File: src/rtl/chip_uart_pkg.sv
// Shared types and constants for the word-oriented UART transmitter.
package chip_uart_pkg;

  typedef enum logic [1:0] {
    IDLE  = 2'd0,
    START = 2'd1,
    DATA  = 2'd2,
    STOP  = 2'd3
  } uart_state_e;

  localparam int unsigned BAUD_DIV_DEFAULT = 434;
  localparam int unsigned CNT_W            = 16;
  localparam logic        UART_IDLE        = 1'b1;

endpackage

File: src/rtl/chip_uart_baud.sv
// Bit-period timer: counts 0..BAUD_DIV-1, flags the last cycle of each bit.
module chip_uart_baud
  import chip_uart_pkg::*;
#(
  parameter int unsigned BAUD_DIV = BAUD_DIV_DEFAULT
) (
  input  logic clk_sys,
  input  logic rst,
  input  logic restart,
  output logic bit_tick,
  output logic bit_tick_nxt_c
);

  localparam logic [CNT_W-1:0] LAST = CNT_W'(BAUD_DIV - 1);

  logic [CNT_W-1:0] cnt_q, cnt_d;
  logic             bit_tick_q;

  always_comb begin
    cnt_d = cnt_q;
    if (restart || (cnt_q == LAST)) begin
      cnt_d = '0;
    end else begin
      cnt_d = cnt_q + CNT_W'(1);
    end
  end

  // Look-ahead lets the parent register outputs aligned to the tick cycle.
  assign bit_tick_nxt_c = (cnt_d == LAST);

  always_ff @(posedge clk_sys or posedge rst) begin
    if (rst) begin
      cnt_q      <= '0;
      bit_tick_q <= 1'b0;
    end else begin
      cnt_q      <= cnt_d;
      bit_tick_q <= bit_tick_nxt_c;
    end
  end

  assign bit_tick = bit_tick_q;

endmodule

File: src/rtl/chip_uart_tx.sv
// 16-bit word UART transmitter: two 8N1 bytes per word (high byte first),
// one-word holding register and saturating drop counter.
module chip_uart_tx
  import chip_uart_pkg::*;
#(
  parameter int unsigned BAUD_DIV  = BAUD_DIV_DEFAULT,
  parameter int unsigned STOP_BITS = 1
) (
  input  logic        clk_sys,
  input  logic        rst,
  input  logic [15:0] tx_data,
  input  logic        tx_vld,
  output logic        tx_done,
  output logic        tx_busy,
  output logic [7:0]  ovf_cnt,
  output logic        uart_tx
);

  localparam int unsigned WORD_W    = 16;
  localparam int unsigned BYTE_W    = 8;
  localparam int unsigned BITCNT_W  = 3;
  localparam int unsigned OVF_W     = 8;
  localparam logic        STOP_LAST = 1'(STOP_BITS - 1);

  uart_state_e         state_q, state_d;
  logic                byte_sel_q, byte_sel_d;
  logic [BITCNT_W-1:0] bit_cnt_q, bit_cnt_d;
  logic                stop_cnt_q, stop_cnt_d;
  logic [BYTE_W-1:0]   sh_q, sh_d;
  logic [BYTE_W-1:0]   lo_q, lo_d;
  logic [WORD_W-1:0]   hold_q, hold_d;
  logic                hold_full_q, hold_full_d;
  logic [OVF_W-1:0]    ovf_q, ovf_d;
  logic                uart_tx_q, uart_tx_d;
  logic                tx_done_q, tx_done_d;
  logic                tx_busy_q, tx_busy_d;

  logic                bit_tick, bit_tick_nxt_c;
  logic                word_end, direct_start, pop_hold, load_word;
  logic [WORD_W-1:0]   next_word;

  chip_uart_baud #(.BAUD_DIV(BAUD_DIV)) u_baud (
    .clk_sys        (clk_sys),
    .rst            (rst),
    .restart        (state_q == IDLE),
    .bit_tick       (bit_tick),
    .bit_tick_nxt_c (bit_tick_nxt_c)
  );

  always_comb begin
    state_d     = state_q;
    byte_sel_d  = byte_sel_q;
    bit_cnt_d   = bit_cnt_q;
    stop_cnt_d  = stop_cnt_q;
    sh_d        = sh_q;
    lo_d        = lo_q;
    hold_d      = hold_q;
    hold_full_d = hold_full_q;
    ovf_d       = ovf_q;

    word_end     = (state_q == STOP) && bit_tick && (stop_cnt_q == STOP_LAST) && byte_sel_q;
    direct_start = tx_vld && !hold_full_q && ((state_q == IDLE) || word_end);
    pop_hold     = word_end && hold_full_q;
    load_word    = pop_hold || direct_start;
    next_word    = pop_hold ? hold_q : tx_data;

    // Holding register frees in the same cycle it is popped, so a coincident offer is kept.
    if (pop_hold) begin
      hold_full_d = 1'b0;
    end
    if (tx_vld && !direct_start) begin
      if (!hold_full_q || pop_hold) begin
        hold_d      = tx_data;
        hold_full_d = 1'b1;
      end else if (ovf_q != {OVF_W{1'b1}}) begin
        ovf_d = ovf_q + OVF_W'(1);
      end
    end

    case (state_q)
      IDLE: begin
        if (load_word) begin
          state_d    = START;
          byte_sel_d = 1'b0;
          sh_d       = next_word[15:8];
          lo_d       = next_word[7:0];
        end
      end
      START: begin
        if (bit_tick) begin
          state_d   = DATA;
          bit_cnt_d = '0;
        end
      end
      DATA: begin
        if (bit_tick) begin
          if (bit_cnt_q == BITCNT_W'(BYTE_W - 1)) begin
            state_d    = STOP;
            stop_cnt_d = 1'b0;
          end else begin
            sh_d      = sh_q >> 1;
            bit_cnt_d = bit_cnt_q + BITCNT_W'(1);
          end
        end
      end
      STOP: begin
        if (bit_tick) begin
          if (stop_cnt_q != STOP_LAST) begin
            stop_cnt_d = 1'b1;
          end else if (!byte_sel_q) begin
            state_d    = START;
            byte_sel_d = 1'b1;
            sh_d       = lo_q;
          end else if (load_word) begin
            state_d    = START;
            byte_sel_d = 1'b0;
            sh_d       = next_word[15:8];
            lo_d       = next_word[7:0];
          end else begin
            state_d = IDLE;
          end
        end
      end
      default: state_d = IDLE;
    endcase

    // Outputs are computed from next-state values so the registered copies line up.
    case (state_d)
      START:   uart_tx_d = 1'b0;
      DATA:    uart_tx_d = sh_d[0];
      default: uart_tx_d = UART_IDLE;
    endcase
    tx_busy_d = (state_d != IDLE) || hold_full_d;
    tx_done_d = (state_d == STOP) && byte_sel_d && (stop_cnt_d == STOP_LAST) && bit_tick_nxt_c;
  end

  always_ff @(posedge clk_sys or posedge rst) begin
    if (rst) begin
      state_q     <= IDLE;
      byte_sel_q  <= 1'b0;
      bit_cnt_q   <= '0;
      stop_cnt_q  <= 1'b0;
      sh_q        <= '0;
      lo_q        <= '0;
      hold_q      <= '0;
      hold_full_q <= 1'b0;
      ovf_q       <= '0;
      uart_tx_q   <= UART_IDLE;
      tx_done_q   <= 1'b0;
      tx_busy_q   <= 1'b0;
    end else begin
      state_q     <= state_d;
      byte_sel_q  <= byte_sel_d;
      bit_cnt_q   <= bit_cnt_d;
      stop_cnt_q  <= stop_cnt_d;
      sh_q        <= sh_d;
      lo_q        <= lo_d;
      hold_q      <= hold_d;
      hold_full_q <= hold_full_d;
      ovf_q       <= ovf_d;
      uart_tx_q   <= uart_tx_d;
      tx_done_q   <= tx_done_d;
      tx_busy_q   <= tx_busy_d;
    end
  end

  assign uart_tx = uart_tx_q;
  assign tx_done = tx_done_q;
  assign tx_busy = tx_busy_q;
  assign ovf_cnt = ovf_q;

endmodule

File: config.mk
export PLATFORM = sky130hd
export DESIGN_NAME = chip_uart_tx
export DESIGN_NICKNAME = d
export VERILOG_FILES = /design/src/rtl/chip_uart_pkg.sv /design/src/rtl/chip_uart_baud.sv /design/src/rtl/chip_uart_tx.sv
export SDC_FILE = /design/constraint.sdc
export NUM_CORES = 1
export LEC_CHECK = 0
export ABC_CLOCK_PERIOD_IN_PS = 4700
export CORE_ASPECT_RATIO = 1.75
export CORE_UTILIZATION = 50
export DETAILED_ROUTE_END_ITERATION = 7
export HOLD_SLACK_MARGIN = 0.05
export PLACE_DENSITY_LB_ADDON = 0.3
export SLEW_MARGIN = 10
export SYNTH_ARGS = -nofsm -noshare
export SYNTH_HDL_FRONTEND = slang
export SYNTH_HIERARCHICAL = 1
export SYNTH_SLANG_ARGS = --single-unit
export TNS_END_PERCENT = 10
File: constraint.sdc
create_clock -name clk_sys -period 4.7 [get_ports clk_sys]
set_input_delay 0.94 -clock clk_sys [delete_from_list [all_inputs] [get_ports clk_sys]]
set_output_delay 0.94 -clock clk_sys [all_outputs]
set_load 0.02 [all_outputs]
* Word-level counts from Yosys, hierarchy flattened
Index checks and enable logic that the tools add are counted.
** Cells by class
- Bitwise logic cells :: 3
- Add/subtract/negate cells :: 3
- Equal/unequal tests :: 16
- Reductions and logical operators :: 27
- Mux-type cells :: 42
** Operators with widths (count)
- two-way mux 8 bit :: 10
- == test 16 x 9 -> 1 bit (second input constant) :: 2
- two-way mux 16 bit :: 2
- case mux 8 bit (3 select lines) :: 1
- adder 16 x 1 -> 16 bit (second input constant) :: 1
- case mux 8 bit (2 select lines) :: 1
- two-way mux 1 bit :: 14
- two-way mux 2 bit :: 6
- logical AND 1 bit :: 10
- two-way mux 3 bit :: 3
- adder 8 x 1 -> 8 bit (second input constant) :: 1
- == test 2 bit (second input constant) :: 4
- != test 8 bit (second input constant) :: 1
- case mux 2 bit (4 select lines) :: 1
- AND reduction 4 bit :: 2
- != test 2 x 1 -> 1 bit (second input constant) :: 3
- != test 2 bit (second input constant) :: 3
- case mux 1 bit (2 select lines) :: 3
- case mux 3 bit (2 select lines) :: 1
- nonzero test 2 bit :: 3
- logical OR 1 bit :: 5
- AND reduction 5 bit :: 1
- == test 2 x 1 -> 1 bit (second input constant) :: 2
- adder 3 x 1 -> 3 bit (second input constant) :: 1
- 7 further kinds :: 10
** Storage, ports and cells
- Input bits :: 19
- Flip-flop bits (word level) :: 68
- Output and inout bits :: 11
- Logic and storage cells :: 106

* Logic depth before layout (Yosys ltp)
- Depth after elaboration :: 16
- Mapped depth :: 9
- Mapped depth without buffers :: 9

* By module
Netlist, hierarchy kept.
** By module, submodules not included
- chip_uart_tx :: times used 1, area an instance 2588.7 sq um, sequential area each 1277.5 sq um, cells each 218
- chip_uart_baud :: times used 1, area an instance 985.9 sq um, sequential area each 425.4 sq um, cells each 97

* Worst setup path after synthesis
OpenSTA, ideal clock, no wires.
- Kind :: reg-to-reg
- From :: reg u_baud.cnt_q[0]
- To :: reg tx_done_q (netlist: tx_done)
- Data required time :: 4.632 ns
- Data arrival time :: 1.959 ns
- Buffers on the path :: 0
- Path slack :: 2.673 ns
- Cell stages (with the launch flop) :: 9
- Cells stage by stage :: dfrtp_1 ha_1 nand3_2 or3_1 mux2i_1 a21oi_1 a2111oi_2 nor2b_1 and4_1
** On the way
- Longest elaborated chain between the ends :: 5
- Elaborated cells on any way between the ends :: 6
- Classes of those cells :: add/sub: 1; eq/ne: 2; mux: 1; reduce/logical: 2
** Ends and longest elaborated chain
- from (decl) :: RTL line chip_uart_baud.sv:16 : logic [CNT_W-1:0] cnt_q, cnt_d;
- from (signal assigned) :: RTL line chip_uart_baud.sv:36 : cnt_q <= cnt_d;
- branches (longest 2 deep; another with adder 16 x 1 -> 16 bit)
- two-way mux 16 bit * :: RTL line chip_uart_baud.sv:21 : if (restart || (cnt_q == LAST)) begin
- == test 16 x 9 -> 1 bit * :: RTL line chip_uart_baud.sv:29 : assign bit_tick_nxt_c = (cnt_d == LAST);
- net bit_tick_nxt_c :: RTL line chip_uart_tx.sv:38 : logic bit_tick, bit_tick_nxt_c;
- logical AND 1 bit * :: RTL line chip_uart_tx.sv:134 : tx_done_d = (state_d == STOP) && byte_sel_d && (stop_cnt_d == STOP_LAST) && bit_tick_nxt_c;
- net tx_done_d :: RTL line chip_uart_tx.sv:35 : logic tx_done_q, tx_done_d;
- to (signal assigned) :: RTL line chip_uart_tx.sv:162 : tx_done_q <= tx_done_d;
- to (decl) :: RTL line chip_uart_tx.sv:35
Mark *: on every way through the listed nets, which the timed path passes.
A chain may end at the register's enable or synchronous reset.

* Worst setup path after layout
- From :: in tx_vld
- To :: reg uart_tx_q (netlist: uart_tx)
** On the way
- Longest elaborated chain between the ends :: 10
- Elaborated cells on any way between the ends :: 17
- Classes of those cells :: eq/ne: 2; mux: 12; reduce/logical: 3
** Ends and longest elaborated chain
- from (decl) :: RTL line chip_uart_tx.sv:12 : input logic tx_vld,
- logical AND 1 bit * (2 in series) :: RTL line chip_uart_tx.sv:62 : direct_start = tx_vld && !hold_full_q && ((state_q == IDLE) || word_end);
- logical OR 1 bit * :: RTL line chip_uart_tx.sv:64 : load_word = pop_hold || direct_start;
- two-way mux 1 bit :: RTL line chip_uart_tx.sv:114 : end else if (load_word) begin
- two-way mux 1 bit :: RTL line chip_uart_tx.sv:110 : end else if (!byte_sel_q) begin
- two-way mux 2 bit :: RTL line chip_uart_tx.sv:108 : if (stop_cnt_q != STOP_LAST) begin
- two-way mux 2 bit :: RTL line chip_uart_tx.sv:107 : if (bit_tick) begin
- case mux 2 bit (4 select lines) * :: RTL line chip_uart_tx.sv:80 : case (state_q)
- net state_d[0] :: RTL line chip_uart_tx.sv:25 : uart_state_e state_q, state_d;
- == test 2 bit or == test 2 x 1 -> 1 bit (tied branches) :: RTL line chip_uart_tx.sv:128 : case (state_d)
- case mux 1 bit (2 select lines) * :: RTL line chip_uart_tx.sv:128
- net uart_tx_d :: RTL line chip_uart_tx.sv:34 : logic uart_tx_q, uart_tx_d;
- to (signal assigned) :: RTL line chip_uart_tx.sv:161 : uart_tx_q <= uart_tx_d;
- to (decl) :: RTL line chip_uart_tx.sv:34
Mark *: on every way through the listed nets, which the timed path passes. The rest lies on a longest branch. The select of a mux whose other input is x is not followed.

==> reports/qor.csv <==
stage,metric,value,unit
synthesis,netlist_area,0.00357,mm2
cts,post-cts-setup-buffers,0,
floorplanning,dieArea,0.00750,mm2
timing,max_freq,418,MHz
global_route,grt_pass1_vias,2692,
synthesis,yosys.area_share.adder,0.0315,
place,gp_congestion,0.898,
cts,cts_made_buffers,9,
cts,clockRootBuffer,clkbuf_16,
timing,rsz0062_at_grt,false,
synthesis,synth_area_leaders,"dfrtp_1 (47%), mux2_1 (5.4%), xnor2_1 (3.7%)",
run_status,status,"finished, final reports clean",
worst_setup_path,required,4940,ps
pwr,ir_drop,0.312,mV
hold_path,holdCritPathClass,register to register,
final_layout,antenna_cells,0,
global_route,busiest_layer,met2,
synthesis,synth_top_cell_area_share,0.469,
detailed_routing,ant_nets,0,
detailed_routing,num_vias,2557,
floorplanning,io_pins,30,
job,maxCapViolCount,0,
timing,fin_tns_setup,0,ps
synthesis,synthCells,315,
synthesis,yosys_most_used_dff,dfrtp_1,
detailed_routing,via_per_inst,5.88,
floorplanning,die_h,114,um
synthesis,yosys_warnings,6,
global_route,antenna_found_initial,0,
final_layout,instances_no_fill,435,
cts,ctsResizeCount,0,
cts,cts_tree,done,
place,dp.cells,419,
cts,cts.sinks,68,
global_route,grt_max_degree,52,
global_route,use_met3,0.0550,
timing,finalSetupViolations,0,
detailed_routing,drt_iter0_markers,163,
cts,ctsHoldBuffers,0,
worst_setup_path,start_kind,input port,
worst_setup_path,ff2ff_path_depth,7,
timing,final.setup.worst_slack,2310,ps
timing,finalHoldViolations,0,
global_route,track_usage,0.220,
final_layout,fin_nets,374,
global_route,overflow,0,
final_layout,final_cell_mix,"dfrtp_1 (67), clkdlybuf4s50_1 (29), nor2_1 (24)",
timing,period_share,0.509,
timing,fin_skew,9.77,ps
synthesis,synth_cell_type_count,61,
worst_setup_path,path_max_fanout,6,
global_route,grt_pass1_wl,12200,um
timing,period_needed,2390,ps
place,io_buffers,29,
synthesis,synth_nets,343,
cts,htree_levels,3,
pwr,p_per_area,346,mW/mm2
synthesis,synth_compound_area_frac,0.144,
final_layout,fillerInstances,583,
synthesis,seq_area_frac_synth,0.476,
place,dp_hpwl,5290,um
floorplanning,std_cell_rows,40,
detailed_routing,drtPass1Iterations,5,
synthesis,yosysTopAreaCell,dfrtp_1,
global_route,use_met2,0.401,
synthesis,synth_top_family_by_area,simple AND/OR/NAND/NOR gates,
final_layout,mostFrequentLayoutCell,dfrtp_1,
pwr,p_leak,1.92,nW
timing,tightest_slew,1050,ps
cts,path_clk_slew,50,ps
final_layout,area_growth,17.0,%
detailed_routing,drc,0,
synthesis,synth-simple-area-share,0.177,
place,dp_slack,1970,ps
floorplanning,die_w,65.9,um
synthesis,synth-edff-count,0,
synthesis,async_reset_ff_frac,1.00,
cts,clock_path_buffers,2,
floorplanning,start_util,0.518,
global_route,grt.met1_usage,0.221,
final_layout,layout-drive-gt1-share,0.105,
synthesis,syn_area_per_cell,11.3,um2
synthesis,yosys.area_share.xor_xnor,0.0515,
cts,worstSkewPairLatency,340,ps
worst_setup_path,arrival,2640,ps
worst_setup_path,critical_path.endpoint_type,register,
synthesis,synth-seq-cells,68,
floorplanning,core_region_area,0.00691,mm2
detailed_routing,post_drt_wl_per_cell,16.9,um
hold_path,hold_path_depth,2,
timing,slew_headroom,0.299,
synthesis,synth.mux.area_fraction,0.0872,
timing,slew_violations,0,
worst_setup_path,critPathKind,input port to register,
detailed_routing,drt_wl_total,7350,um
sequential cells by signal (all words and copies together) (netlist names):
register and flops:
sh_q 8, bit_cnt_q 3, u_baud/bit_tick 1, byte_sel_q 1, ovf_cnt 8, tx_done 1, stop_cnt_q 1, state_q 2
lo_q 8, hold_q 16, tx_busy 1, uart_tx 1, u_baud/cnt_q 16, hold_full_q 1
worst max-delay path: stages:
cell and delay, ps:
clkdlybuf4s50_1 560, nor2_1 220, a211oi_1 100, o32a_1 360, a2111oi_2 340, mux2i_1 110
synthesized netlist by cell type (3+ instances only):
master     number
xor2_1          6
a31oi_1         4
mux2i_1        12
a21oi_1         4
nor2b_1         3
nand2b_1        4
nor2_1         24
buf_4           3
nor4_1          3
nand3_1        10
nand2_1        16
clkbuf_1        3
a22o_1         10
o2bb2ai_1       7
o21ai_0         3
dfrtp_1        67
a221oi_1        6
or3_1           4
xnor2_1        15
mux2_1         17
inv_1          13
nand4_1         5
nor3_1          6
o21ai_1        12
nor4bb_1        3
and4b_1         4
ha_1            9
final cells by class:
type | instances | area [um2] | share of cell area
Tap cell | 84 | 105 | 0.0251
Inverter | 13 | 48.8 | 0.0117
Multi-Input combinational cell | 224 | 1760 | 0.420
Timing Repair Buffer | 30 | 298 | 0.0712
Clock buffer | 12 | 246 | 0.0589
Clock inverter | 4 | 25.0 | 0.00598
Sequential cell | 68 | 1700 | 0.407
path summary, 6_finish.rpt:
check	start	endpoint	slack (ps)
worst max register to register	u_baud/cnt_q[0]	tx_done	2330
max in group asynchronous	rst	sh_q[0]	2850
worst min register to register	lo_q[5]	lo_q[5]	480
worst max-delay path	tx_vld	uart_tx	2310
worst min-delay path	lo_q[5]	lo_q[5]	480
min in group asynchronous	rst	u_baud/cnt_q[2]	1050
where the power goes:
group | switching [mW] | internal (mW) | leakage, nW
Sequential | 0.0399 | 0.619 | 0.891
Combinational | 0.0856 | 0.0923 | 0.902
Clock | 0.240 | 0.369 | 0.129
stage by stage:
| stage | area [um2] | hold WS (ps) | util | power (mW) |
|---|---|---|---|---|
| 5_1_grt | 4180 | 511 | 0.606 | 1.50 |
| 2_1_floorplan | 3570 | 450 | - | 0.755 |
| 3_3_place_gp | 3910 | 468 | 0.566 | 0.845 |
| 6_report | 4180 | 483 | 0.606 | 1.45 |
| 4_1_cts | 4180 | 490 | 0.606 | 1.46 |
| 3_5_place_dp | 3910 | 478 | 0.566 | 0.849 |
metal layers:
layer / vias up / routed length, um
met5: - / 0
met3: 21 / 277
met1: 1255 / 2790
li1: 1222 / -
met4: 0 / 219
met2: 59 / 4060
logic make-up after synthesis:
group           Yosys count
fa+ha+maj                 9
buf+inv                  23
xor+xnor                 21
simple gates            101
flops                    68
mux                      29
compound gates           64
Note: power is estimated with default switching activity, not from simulation.
